## src/rtl/wsc_pkg.sv

```systemverilog
`default_nettype none
//==============================================================================
// Package     : wsc_pkg
// Description : Shared definitions for the best-word search controller, the
//               max-score register file and the word scoring engine.
// Revision    : 1.0 - initial release
//==============================================================================
package wsc_pkg;

    // Default widths shared by the controller, regf and scorer
    localparam int WSC_SCORE_W = 21;
    localparam int WSC_IDX_W   = 6;
    localparam int WSC_TO_W    = 8;

    // Search sequencer states
    typedef enum logic [2:0] {
        IDLE   = 3'd0,
        CLEAR  = 3'd1,
        REQ    = 3'd2,
        WAIT   = 3'd3,
        UPDATE = 3'd4,
        NEXT   = 3'd5,
        DONE   = 3'd6
    } wsc_state_e;

endpackage : wsc_pkg
`default_nettype wire

```

## src/rtl/word_search_ctrl.sv

```systemverilog
`default_nettype none
//==============================================================================
// Module      : word_search_ctrl
// Description : Sequences one best-word search. Clears regf, walks word
//               indices 1..num_words through the scorer over a req/valid
//               handshake and forwards each returned score to regf with a
//               one-cycle enable. Words whose score never arrives are skipped
//               after a bounded wait and flagged in a sticky error bit.
// Revision    : 1.0 - initial release
//==============================================================================
module word_search_ctrl
    import wsc_pkg::*;
#(
    parameter int SCORE_W = WSC_SCORE_W,
    parameter int IDX_W   = WSC_IDX_W,
    parameter int TO_W    = WSC_TO_W
) (
    input  logic               clk,
    input  logic               reset,
    input  logic               start,
    input  logic               abort,
    input  logic [IDX_W-1:0]   num_words,
    output logic               busy,
    output logic               done,
    output logic               timeout_err,
    output logic               score_req,
    output logic [IDX_W-1:0]   score_word,
    input  logic               score_valid,
    input  logic [SCORE_W-1:0] score_in,
    output logic               rf_clear,
    output logic               rf_en,
    output logic [SCORE_W-1:0] rf_fscore,
    output logic [IDX_W-1:0]   rf_word_index
);

    // Last count value of the wait counter; reaching it ends the wait
    localparam logic [TO_W-1:0] TO_MAX = '1;

    wsc_state_e         state, state_nxt;
    logic [IDX_W-1:0]   nw, nw_nxt;
    logic [IDX_W-1:0]   idx, idx_nxt;
    logic [TO_W-1:0]    cnt, cnt_nxt;
    logic [TO_W-1:0]    cnt_inc;
    logic               busy_nxt;
    logic               done_nxt;
    logic               terr_nxt;
    logic               req_nxt;
    logic [IDX_W-1:0]   word_nxt;
    logic               clr_nxt;
    logic               en_nxt;
    logic [SCORE_W-1:0] fscore_nxt;
    logic [IDX_W-1:0]   widx_nxt;

    // State and output registers; every output is driven straight from a flop
    always_ff @(posedge clk or negedge reset) begin
        if (!reset) begin
            state         <= IDLE;
            nw            <= '0;
            idx           <= '0;
            cnt           <= '0;
            busy          <= 1'b0;
            done          <= 1'b0;
            timeout_err   <= 1'b0;
            score_req     <= 1'b0;
            score_word    <= '0;
            rf_clear      <= 1'b0;
            rf_en         <= 1'b0;
            rf_fscore     <= '0;
            rf_word_index <= '0;
        end else begin
            state         <= state_nxt;
            nw            <= nw_nxt;
            idx           <= idx_nxt;
            cnt           <= cnt_nxt;
            busy          <= busy_nxt;
            done          <= done_nxt;
            timeout_err   <= terr_nxt;
            score_req     <= req_nxt;
            score_word    <= word_nxt;
            rf_clear      <= clr_nxt;
            rf_en         <= en_nxt;
            rf_fscore     <= fscore_nxt;
            rf_word_index <= widx_nxt;
        end
    end

    // Next-state and next-output decode. The clear, request and enable pulses
    // are registered on entry to CLEAR/REQ/UPDATE so they are high exactly
    // while the sequencer sits in that state; done is registered on the exit
    // from DONE, together with busy dropping.
    always_comb begin
        state_nxt  = state;
        nw_nxt     = nw;
        idx_nxt    = idx;
        cnt_nxt    = cnt;
        busy_nxt   = busy;
        done_nxt   = 1'b0;
        terr_nxt   = timeout_err;
        req_nxt    = 1'b0;
        word_nxt   = score_word;
        clr_nxt    = 1'b0;
        en_nxt     = 1'b0;
        fscore_nxt = rf_fscore;
        widx_nxt   = rf_word_index;
        cnt_inc    = cnt + 1'b1;

        case (state)
            IDLE: begin
                if (start) begin
                    nw_nxt    = num_words;
                    terr_nxt  = 1'b0;
                    busy_nxt  = 1'b1;
                    clr_nxt   = 1'b1;
                    state_nxt = CLEAR;
                end
            end
            CLEAR: begin
                idx_nxt = IDX_W'(1);
                if (nw == '0) begin
                    state_nxt = DONE;
                end else begin
                    req_nxt   = 1'b1;
                    word_nxt  = IDX_W'(1);
                    state_nxt = REQ;
                end
            end
            REQ: begin
                cnt_nxt   = '0;
                state_nxt = WAIT;
            end
            WAIT: begin
                // A score arriving on the expiry cycle still counts
                if (score_valid) begin
                    fscore_nxt = score_in;
                    widx_nxt   = idx;
                    en_nxt     = 1'b1;
                    state_nxt  = UPDATE;
                end else begin
                    cnt_nxt = cnt_inc;
                    if (cnt_inc == TO_MAX) begin
                        terr_nxt  = 1'b1;
                        state_nxt = NEXT;
                    end
                end
            end
            UPDATE: begin
                state_nxt = NEXT;
            end
            NEXT: begin
                if (idx == nw) begin
                    state_nxt = DONE;
                end else begin
                    idx_nxt   = idx + 1'b1;
                    req_nxt   = 1'b1;
                    word_nxt  = idx + 1'b1;
                    state_nxt = REQ;
                end
            end
            DONE: begin
                done_nxt  = 1'b1;
                busy_nxt  = 1'b0;
                state_nxt = IDLE;
            end
            default: begin
                state_nxt = IDLE;
            end
        endcase

        // Abort overrides everything, including a start seen in IDLE
        if (abort) begin
            state_nxt = IDLE;
            busy_nxt  = 1'b0;
            done_nxt  = 1'b0;
            req_nxt   = 1'b0;
            clr_nxt   = 1'b0;
            en_nxt    = 1'b0;
        end
    end

endmodule : word_search_ctrl
`default_nettype wire

```

## config.mk

```make
export PLATFORM = sky130hd
export DESIGN_NAME = word_search_ctrl
export DESIGN_NICKNAME = d
export VERILOG_FILES = /design/src/rtl/wsc_pkg.sv /design/src/rtl/word_search_ctrl.sv
export SDC_FILE = /design/constraint.sdc
export NUM_CORES = 1
export LEC_CHECK = 0
export CORE_ASPECT_RATIO = 1.2
export CORE_UTILIZATION = 53
export CTS_CLUSTER_SIZE = 16
export DETAILED_ROUTE_END_ITERATION = 6
export HOLD_SLACK_MARGIN = 0.12
export PLACE_DENSITY = 0.94
export SYNTH_ARGS = -nofsm -noshare
export SYNTH_HDL_FRONTEND = slang
export SYNTH_SLANG_ARGS = --single-unit
```

## constraint.sdc

```tcl
create_clock -name clk -period 3.9 [get_ports clk]
set_input_delay 0.78 -clock clk [delete_from_list [all_inputs] [get_ports clk]]
set_output_delay 0.78 -clock clk [all_outputs]
set_load 0.02 [all_outputs]
```

==> out/metrics.cfg, run 1 <==
[outcome]
outcome=complete, no violations

[worst_setup_path]
worstPathMaxFanout=15
critPathLaunch=score_valid
critPathCaptureType=register
cp.arrival_ns=2.56
critPathLaunchType=input port
critPathRequiredTime_ns=4.18
reg2reg_from=state[2]$_DFFE_PN0P_
critPathSlowestCell=or3b_2
crit_type=input port to register
cp_cell_sequence=clkdlybuf4s50_1 > nand4bb_1 > or3b_2 > nand2_1
cp_slowest_stage_delay_ns=0.63

[drt]
drt_first_pass_iters=5
drc=0
dr_total_vias=2279
drtIter0Drc=313
antenna_left=0
routed_wirelength_mm=6.35
viasPerCell=5.81
wire_per_inst_um=16.2

[floorplan]
fp.coreArea_um2=5300
num_rows=29
die_w_um=69.8
initial_core_util_pct=55.1
die_area_um2=5810
fp.dieH_um=83.3
pin_count=71

[sta]
worst_pin_slew_ns=1.01
finalCritPeriodShare_pct=58.5
slew_viol_final=0
rsz0062_at_grt=no
setup_viol=0
setup_ws_ns=1.62
finClkSkew_ns=0.00738
setup_tns_ns=0
slew_headroom_pct=33.0
period_needed_ns=2.28
hold_viol_final=0
fmax_mhz=438

[grt]
grt_start_max_net_pins=48
grt_pass1_wl_mm=10.7
grt_overflow=0
antenna_found_initial=0
track_usage_pct=23.9
grt_pass1_vias=2240

[placement]
hpwl_mm=4.33
io_buffers=70
dp_slack_ns=1.30
gp_congestion=0.852

[finish]
syn2layout_area_growth_pct=31.5
drive_above_1_share_pct=17.6
n_antenna_cell=0
fin_nets=360

[hold_path]
min_from=cnt[7]$_DFFE_PN0P_
worstHoldPathType=register to register

[yosys]
avgSynthCellArea_um2=11.3
synth_seq_area_share_pct=53.1
yosysTopAreaCell=dfrtp_1
synthCells=259
yosys_warnings=0
netlist_top_cells_area=dfrtp_1 (53%), mux2_2 (13%), nand2_1 (3.3%)
ys_types=47
syn-num-nets=294
synth_top_area_share_pct=53.1
synth_area_um2=2920
synth_seq_cells=62

[clock_network]
cts_hold_buf=0
clock_path_buffers=2
cts_tree=built
clkLatencyLatePin_ns=0.34
htree_levels=3
cts.sinks=62
post_cts_buffers=0
cts-resized-gates=0
cts_made_buffers=9
clk_pin_slew_worst_paths_ns=0.07
cts_root_buf=clkbuf_8

[power_and_ir_drop]
power_density_nw_per_um2=559
irDropWorstVdd_mv=0.545
leakage_nw=1.61
p_total_mw=2.15

[run]
maxCapViolCount=0

## stage by stage
step	util [%]	hold slack, ns	std cells	area, um^2
5_1_grt	72.5	0.503	392	3840
2_1_floorplan	-	0.441	259	2920
4_1_cts	72.5	0.479	392	3840
3_3_place_gp	68.3	0.463	376	3620
6_report	72.5	0.474	392	3840
3_5_place_dp	68.3	0.469	376	3620
## critical path: cells and delay by family
family,cells,cell delay [ns]
buf+inv,1,0.48
simple gates,3,1.30
## cell usage after synthesis, drive strengths merged
cell type	n
nor3	5
or4	1
clkbuf	6
a2111oi	1
o21ai	18
a32oi	1
o221ai	2
a221o	1
and2	4
and4bb	1
nor4	2
or3b	1
and4	1
a211oi	2
inv	7
o21a	1
mux2	33
nor2b	3
xnor2	9
nand2	26
nand3	8
o2111ai	2
a311oi	1
xor2	2
o31ai	4
a31oi	4
ha	3
nand4	2
nor2	10
buf	11
o211ai	4
and3	3
a41oi	1
a21oi	8
nand4bb	1
dfrtp	62
o221a	1
o32ai	1
a21o	1
o41ai	2
o21bai	2
nand2b	1
## area by class of cell
type / instances / area (um^2)
multi-input combinational: 173 / 1250
fill: 366 / 1460
clock buffer: 10 / 138
sequential: 62 / 1550
tap: 62 / 77.6
timing repair buffer: 72 / 711
inverter: 7 / 26.3
clock inverter: 6 / 85.1
## placed cells by master (no fill, tap or decap), types with 3 or more instances in the layout
cell	synthesis	routed
a21oi_1	8	8
a31oi_1	4	4
and2_1	3	3
and3_1	3	3
clkbuf_8	0	10
clkdlybuf4s50_1	0	69
dfrtp_1	62	62
ha_1	3	3
inv_1	7	7
mux2_2	33	33
nand2_1	26	26
nand3_1	8	8
nor2_1	9	9
nor2b_1	3	3
nor3_1	5	5
o211ai_1	4	4
o21ai_0	18	18
o31ai_1	4	4
xnor2_1	9	9
## where the power goes
group	internal (mW)	switching, mW
logic	0.336	0.309
registers	0.776	0.0954
clock network	0.375	0.255
total	1.49	0.659
## metal layers
| metal | share of wire, % | vias to the layer above | track usage (%) |
|---|---|---|---|
| met5 | 0 | - | 0 |
| met4 | 3.6 | 0 | 15.1 |
| met3 | 6.4 | 23 | 5.22 |
| met2 | 49 | 117 | 36.5 |
| met1 | 41 | 1071 | 30.7 |
| li1 | - | 1068 | - |
## logic make-up (layout without fill, tap and decap cells)
group	count (synthesis)	after routing	share of synthesized area [%]
and+or+nand+nor	69	69	12.0
DFF	62	62	53.1
AOI/OAI and AO/OA	57	57	13.6
muxes	33	33	12.7
buffers and inverters	24	95	4.03
xor gates and xnor gates	11	11	3.30
adders and majority gates	3	3	1.29
## sequential cells by signal, indices dropped and copies added, names as in the netlist, 3 cells and up
| name | cells |
|---|---|
| rf_fscore | 21 |
| cnt | 8 |
| idx | 6 |
| nw | 6 |
| rf_word_index | 6 |
| score_word | 6 |
| state | 3 |
## worst paths after layout
path	cells past startpoint	endpoint	slack, ns
worst max-delay path	4	cnt[3]$_DFFE_PN0P_	1.62
worst min-delay path	1	cnt[7]$_DFFE_PN0P_	0.47
worst max register to register	3	cnt[3]$_DFFE_PN0P_	1.73
worst min register to register	1	cnt[7]$_DFFE_PN0P_	0.47
max in group asynchronous	2	cnt[5]$_DFFE_PN0P_	2.51
min in group asynchronous	1	score_word[4]$_DFFE_PN0P_	0.61
Note: power is estimated with default switching activity, not from simulation.
==> run 2: changes to the inputs <==
--- a/config.mk
+++ b/config.mk
@@ -6,11 +6,11 @@
 export NUM_CORES = 1
 export LEC_CHECK = 0
 export CORE_ASPECT_RATIO = 1.2
-export CORE_UTILIZATION = 53
+export CORE_UTILIZATION = 49
 export CTS_CLUSTER_SIZE = 16
 export DETAILED_ROUTE_END_ITERATION = 6
 export HOLD_SLACK_MARGIN = 0.12
-export PLACE_DENSITY = 0.94
+export PLACE_DENSITY = 0.88
 export SYNTH_ARGS = -nofsm -noshare
 export SYNTH_HDL_FRONTEND = slang
 export SYNTH_SLANG_ARGS = --single-unit
==> constraint.sdc (replaced) <==
create_clock -name clk -period 2.3 [get_ports clk]
set_input_delay 0.46 -clock clk [delete_from_list [all_inputs] [get_ports clk]]
set_output_delay 0.46 -clock clk [all_outputs]
set_load 0.02 [all_outputs]
==> run 2 against run 1 <==
  * Sequential cell count did not move
  * Routed wire length increased by 5.4%
  * Core utilization fell by 4.7 points
  * Sequential share of layout area shrank 0.30 points
  * Combinational power rose by 72%
  * Clock-buffer cell count up 2
  * Clock power grew 30%
  * First-iteration DRC count fell by 42%
  * Non-clock buffer count is 5 higher
  * Final area increased by 0.75%
  * Critical path depth did not move
  * Cell count grew 5.6%
  * Critical path type is now register to register
==> out/metrics.cfg, run 2 (synthesis results as in run 1) <==
[placement]
numPlacedInstances=399  ; +6.1%
dp_slack_ns=0.342  ; -0.960 ns
io_buffers=70  ; unchanged
gp_congestion=0.883  ; +3.6%
hpwl_mm=4.74  ; +9.3%

[hold_path]
worstHoldPathType=input port to async pin

[drt]
drtIter0Drc=182  ; -42%
viasPerCell=5.63  ; -3.2%
drc=0  ; unchanged
routed_wirelength_mm=6.69  ; +5.4%
antenna_left=0  ; unchanged
dr_total_vias=2330  ; +2.2%
wire_per_inst_um=16.2  ; -0.22%
drt_first_pass_iters=4  ; -1

[grt]
grt_pass1_wl_mm=10.9  ; +1.2%
track_usage_pct=23.4  ; -0.49 points
grt_overflow=0  ; unchanged
grt_pass1_vias=2238  ; -0.089%
antenna_found_initial=0  ; unchanged
grt_start_max_net_pins=35  ; -27%

[finish]
final_common_cell=clkdlybuf4s50_1
syn2layout_area_growth_pct=32.5
largest-register=rf_fscore
final_cell_mix=clkdlybuf4s50_1 (69), dfrtp_1 (62), mux2_2 (33)
fin_nets=365  ; +1.4%
largest_reg_flops=21  ; unchanged
n_antenna_cell=0  ; unchanged
drive_above_1_share_pct=18.0  ; +0.39 points
top_regs=rf_fscore (21), cnt (8)
final_cells=414  ; +5.6%

[sta]
period_needed_ns=1.85
hold_viol_final=0  ; unchanged
setup_ws_ns=0.454  ; -1.16 ns
setup_tns_ns=0  ; unchanged
finalCritPeriodShare_pct=80.3
slew_viol_final=0  ; unchanged
slew_headroom_pct=53.8  ; +21 points
worst_pin_slew_ns=0.693  ; -0.313 ns
fmax_mhz=542
worst_hold_slack_ns=0.160  ; -0.314 ns
finClkSkew_ns=0.0105  ; +0.00315 ns
rsz0062_at_grt=no
setup_viol=0  ; unchanged

[worst_setup_path]
reg2reg_depth=4  ; +1
critPathLaunchType=register
critPathRequiredTime_ns=2.51  ; -1.67 ns
crit_type=register to register
critPathCaptureType=register
r2r_end=score_word[0]$_DFFE_PN0P_
reg2reg_slack_ns=0.45  ; -1.28 ns
reg2reg_from=nw[2]$_DFFE_PN0P_
worstPathMaxFanout=7  ; -8
cp.arrival_ns=2.06  ; -0.50 ns

[floorplan]
fp.dieH_um=86.6  ; +3.9%
num_rows=30  ; +3.4%
die_w_um=72.5  ; +3.9%
initial_core_util_pct=51.2  ; -3.9 points
fp.coreArea_um2=5710  ; +7.7%
pin_count=71  ; unchanged
die_area_um2=6270  ; +8.0%

[power_and_ir_drop]
power_frac_comb_pct=32.5  ; +2.4 points
pwr-share-seq_pct=43.5  ; +2.9 points
swShare_pct=32.1  ; +1.4 points
power_density_nw_per_um2=880  ; +57%
leakage_nw=1.63  ; +0.63%
p_switching_mw=1.09  ; +66%
power_frac_clock_pct=23.9  ; -5.4 points
p_int_mw=2.31  ; +55%
irDropWorstVdd_mv=0.671  ; +23%

[clock_network]
clock_path_buffers=2  ; unchanged
htree_levels=3  ; unchanged
clk_pin_slew_worst_paths_ns=0.07  ; about the same
clkLatencyLatePin_ns=0.34  ; about the same
cts-resized-gates=0  ; unchanged
cts_tree=built
cts_root_buf=clkbuf_8
post_cts_buffers=0  ; unchanged
cts.sinks=62  ; unchanged
cts_hold_buf=0  ; unchanged
cts_made_buffers=9  ; unchanged

[outcome]
outcome=complete, no violations

[run]
maxCapViolCount=0  ; unchanged

run 2: cell count changes in the layout (fill, tap and decap cells not counted), sizes merged:
cell and delta:
clkbuf +2, buf +5, bufinv -2, clkinvlp -1
run 2: area by class of cell:
class / instances / area (um^2)
Clock inverter: 3 / 21.3
Sequential cell: 62 / 1550
Tap cell: 80 / 100
Clock buffer: 12 / 145
Fill cell: 448 / 1840
Multi-Input combinational cell: 173 / 1250
Inverter: 7 / 26.3
Timing Repair Buffer: 77 / 773
run 2: layer usage:
layer | GRT usage (%) | vias to the layer above | share of wire (%)
met5 | 0 | - | 0
met4 | 15.0 | 0 | 4.1
met3 | 4.30 | 22 | 4.2
met2 | 37.0 | 79 | 51
met1 | 29.3 | 1147 | 41
li1 | - | 1082 | -
run 2: power groups by stage:
stage / Clock (mW) / Sequential, mW / Combinational, mW
after detailed placement: 0 / 1.50 / 1.11
final: 0.816 / 1.48 / 1.11
after global routing: 0.875 / 1.51 / 1.18
after global placement: 0 / 1.48 / 1.08
after CTS: 0.834 / 1.48 / 1.12
after floorplan: 0 / 1.69 / 0.365
run 2: critical path, cell delays in order (launching register included):
cell and delay, ns:
dfrtp_1 0.41, or4_4 0.57, o41ai_4 0.48, and2_0 0.21
a311oi_1 0.05
run 2: metrics by stage:
step / instance area (um^2) / power [mW] / util [%]
final: 3870 / 3.41 / 67.8
after global routing: 3870 / 3.57 / 67.8
after CTS: 3870 / 3.43 / 67.8
after detailed placement: 3700 / 2.61 / 64.9
after global placement: 3700 / 2.56 / 64.9
after floorplan: 2920 / 2.06 / -
run 2: worst max-delay path by stage:
stage                                         start                        end  slack [ns]  cells after the start
final                             nw[2]$_DFFE_PN0P_  score_word[0]$_DFFE_PN0P_        0.45                      4
after global routing              nw[2]$_DFFE_PN0P_  score_word[0]$_DFFE_PN0P_        0.38                      4
after CTS                 score_word[5]$_DFFE_PN0P_              score_word[5]        0.47                      1
after detailed placement                score_valid         cnt[6]$_DFFE_PN0P_        0.34                      4
after global placement                        start          nw[5]$_DFFE_PN0P_        0.45                      4
after floorplan                   nw[2]$_DFFE_PN0P_  score_word[0]$_DFFE_PN0P_        0.69                      4
==> run 3: changes to the inputs <==
--- a/config.mk
+++ b/config.mk
@@ -6,11 +6,11 @@
 export NUM_CORES = 1
 export LEC_CHECK = 0
 export CORE_ASPECT_RATIO = 1.2
-export CORE_UTILIZATION = 49
+export CORE_UTILIZATION = 45
 export CTS_CLUSTER_SIZE = 16
 export DETAILED_ROUTE_END_ITERATION = 6
 export HOLD_SLACK_MARGIN = 0.12
-export PLACE_DENSITY = 0.88
+export PLACE_DENSITY = 0.86
 export SYNTH_ARGS = -nofsm -noshare
 export SYNTH_HDL_FRONTEND = slang
 export SYNTH_SLANG_ARGS = --single-unit
==> constraint.sdc (replaced) <==
create_clock -name clk -period 1.5 [get_ports clk]
set_input_delay 0.3 -clock clk [delete_from_list [all_inputs] [get_ports clk]]
set_output_delay 0.3 -clock clk [all_outputs]
set_load 0.02 [all_outputs]
==> run 3 against run 2 <==
  * The flow now finishes with violations (setup timing)
  * Global-route usage down 0.90 points
  * Clock power is 84% higher
  * Final area up 13%
  * Core utilization grew 3.3 points
  * Sequential cell count is the same
  * Sequential power increased by 49%
  * Clock skew down 0.0016 ns
  * Sequential share of layout area fell by 4.6 points
  * Via count grew 7.4%
  * Non-clock buffer count grew 35
  * First-iteration DRC count decreased by 2.2%
  * Worst setup slack lost 0.68 ns
  * Critical path type unchanged
  * Critical endpoint is now state[2]$_DFFE_PN0P_
==> out/metrics.cfg, run 3 (synthesis results as in run 1) <==
[sta]
setup_viol=11  ; +11
finalCritPeriodShare_pct=115  ; +35 points
setup_tns_ns=-1.37  ; -1.37 ns
finClkSkew_ns=0.00894  ; -0.00159 ns
slew_viol_final=0  ; unchanged
worst_pin_slew_ns=0.445  ; -0.247 ns
slew_headroom_pct=70.3  ; +16 points
setup_ws_ns=-0.225  ; -0.678 ns
hold_viol_final=0  ; unchanged
rsz0062_at_grt=yes
period_needed_ns=1.72  ; -0.122 ns
fmax_mhz=580  ; +7.1%

[finish]
fin_nets=400  ; +9.6%
post-route-util_pct=71.1  ; +3.3 points
final_cells=452  ; +9.2%
final_cell_mix=dfrtp_1 (60), dlygate4sd2_1 (39), mux2_2 (33)
top_regs=rf_fscore (21), cnt (8)
n_antenna_cell=0  ; unchanged
largest_reg_flops=21  ; unchanged
syn2layout_area_growth_pct=50.1
final_common_cell=dfrtp_1
drive_above_1_share_pct=33.0  ; +15 points
largest-register=rf_fscore

[floorplan]
die_w_um=75.5  ; +4.2%
fp.coreArea_um2=6170  ; +8.1%
die_area_um2=6820  ; +8.7%
initial_core_util_pct=47.4  ; -3.8 points
pin_count=71  ; unchanged
num_rows=31  ; +3.3%
fp.dieH_um=90.2  ; +4.2%

[grt]
track_usage_pct=22.5  ; -0.90 points
grt_start_max_net_pins=30  ; -14%
grt_pass1_wl_mm=11.5  ; +5.7%
grt_pass1_vias=2497  ; +12%
antenna_found_initial=0  ; unchanged
grt_overflow=0  ; unchanged

[worst_setup_path]
worstPathMaxFanout=2  ; -5
cp.arrival_ns=2.00  ; -0.06 ns
critPathLaunchType=register
critPathSlowestCell=or4_4
cp_slowest_stage_delay_ns=0.56  ; about the same
critPathRequiredTime_ns=1.77  ; -0.74 ns
critPathCaptureType=register
cp_cell_sequence=or4_4 > buf_4 > o31ai_4 > a21oi_2 > and4bb_2
crit_type=register to register

[clock_network]
cts.sinks=62  ; unchanged
clk_pin_slew_worst_paths_ns=0.07  ; about the same
clkLatencyLatePin_ns=0.34  ; about the same
cts_made_buffers=9  ; unchanged
cts_root_buf=clkbuf_8
cts_tree=built
clock_path_buffers=2  ; unchanged
htree_levels=3  ; unchanged

[drt]
antenna_left=0  ; unchanged
drt_first_pass_iters=4  ; unchanged
routed_wirelength_mm=7.84  ; +17%
viasPerCell=5.54  ; -1.6%
wire_per_inst_um=17.3  ; +7.3%
drc=0  ; unchanged
drtIter0Drc=178  ; -2.2%
dr_total_vias=2502  ; +7.4%

[outcome]
violations=setup timing
outcome=finished, violations left

[power_and_ir_drop]
p_total_mw=5.67  ; +66%
leakage_nw=2.02  ; +24%
power_density_nw_per_um2=1290  ; +47%
irDropWorstVdd_mv=1.23  ; +82%

[placement]
hpwl_mm=4.89  ; +3.2%
numPlacedInstances=427  ; +7.0%
dp_slack_ns=-0.212  ; -0.554 ns
io_buffers=70  ; unchanged
gp_congestion=0.879  ; -0.35%

[run]
maxCapViolCount=0  ; unchanged

[hold_path]
worstHoldPathType=input port to async pin

==> run 3: changes by cell type in the layout (fill, tap and decap cells not counted), moves of 3 or more <==
cell	previous run	this run
clkdlybuf4s50_1	69	30
buf_4	5	31
xnor2_1	9	5
dlygate4sd2_1	0	39
o21ai_1	0	5
nand2_1	26	23
o21ai_0	18	13
buf_6	0	4
==> run 3: layout make-up <==
class | count | area, um^2
multi-input combinational | 173 | 1450
clock buffer | 13 | 159
tap | 82 | 103
fill | 424 | 1780
inverter | 7 | 26.3
clock inverter | 3 | 42.5
timing repair buffer | 112 | 1050
sequential | 62 | 1550
==> run 3: through the flow <==
step | hold slack [ns] | area (um^2)
floorplan | 0.00441 | 2930
global placement | 0.279 | 3920
detailed placement | 0.271 | 3920
CTS | 0.448 | 4170
global route | 0.463 | 4380
finish | 0.433 | 4380
==> run 3: path summary, 6_finish.rpt <==
kind                       cells after the start                          from                            to  slack, ns
min reg2reg                                    2  rf_word_index[3]$_DFFE_PN0P_  rf_word_index[3]$_DFFE_PN0P_       0.48
min                                            2                         reset     score_word[5]$_DFFE_PN0P_       0.43
max reg2reg                                    5             nw[2]$_DFFE_PN0P_          state[2]$_DFFE_PN0P_      -0.22
max                                            5             nw[2]$_DFFE_PN0P_          state[2]$_DFFE_PN0P_      -0.22
min in group clk                               2  rf_word_index[3]$_DFFE_PN0P_  rf_word_index[3]$_DFFE_PN0P_       0.48
max in group asynchronous                      3                         reset               rf_en$_DFF_PN0_       0.57
==> run 3: repair_timing <==
item,in CTS,in global routing
buffers inserted,2,5
hold endpoints to repair,16,0
setup endpoints to repair,78,53
gates cloned,0,1
pin swaps,4,9
gates resized for setup,57,28
hold buffers,1,0
==> run 3: power by group <==
part | internal, mW | switching [mW]
registers | 2.02 | 0.187
logic | 0.928 | 1.03
clock network | 0.857 | 0.642
==> run 3: critical path: cells and delay by family, from the launching register on <==
| family | cells | cell delay [ns] |
|---|---|---|
| flip-flops | 1 | 0.38 |
| buffers and inverters | 1 | 0.17 |
| AO/OA/AOI/OAI | 2 | 0.28 |
| AND/OR/NAND/NOR | 2 | 0.84 |
==> run 3: layer usage <==
metal | up-vias | GRT usage [%] | share of wire (%)
li1 | 1143 | - | -
met1 | 1239 | 27.9 | 40
met2 | 101 | 35.6 | 52
met3 | 19 | 5.83 | 4.7
met4 | 0 | 10.8 | 3.1
met5 | - | 0 | 0
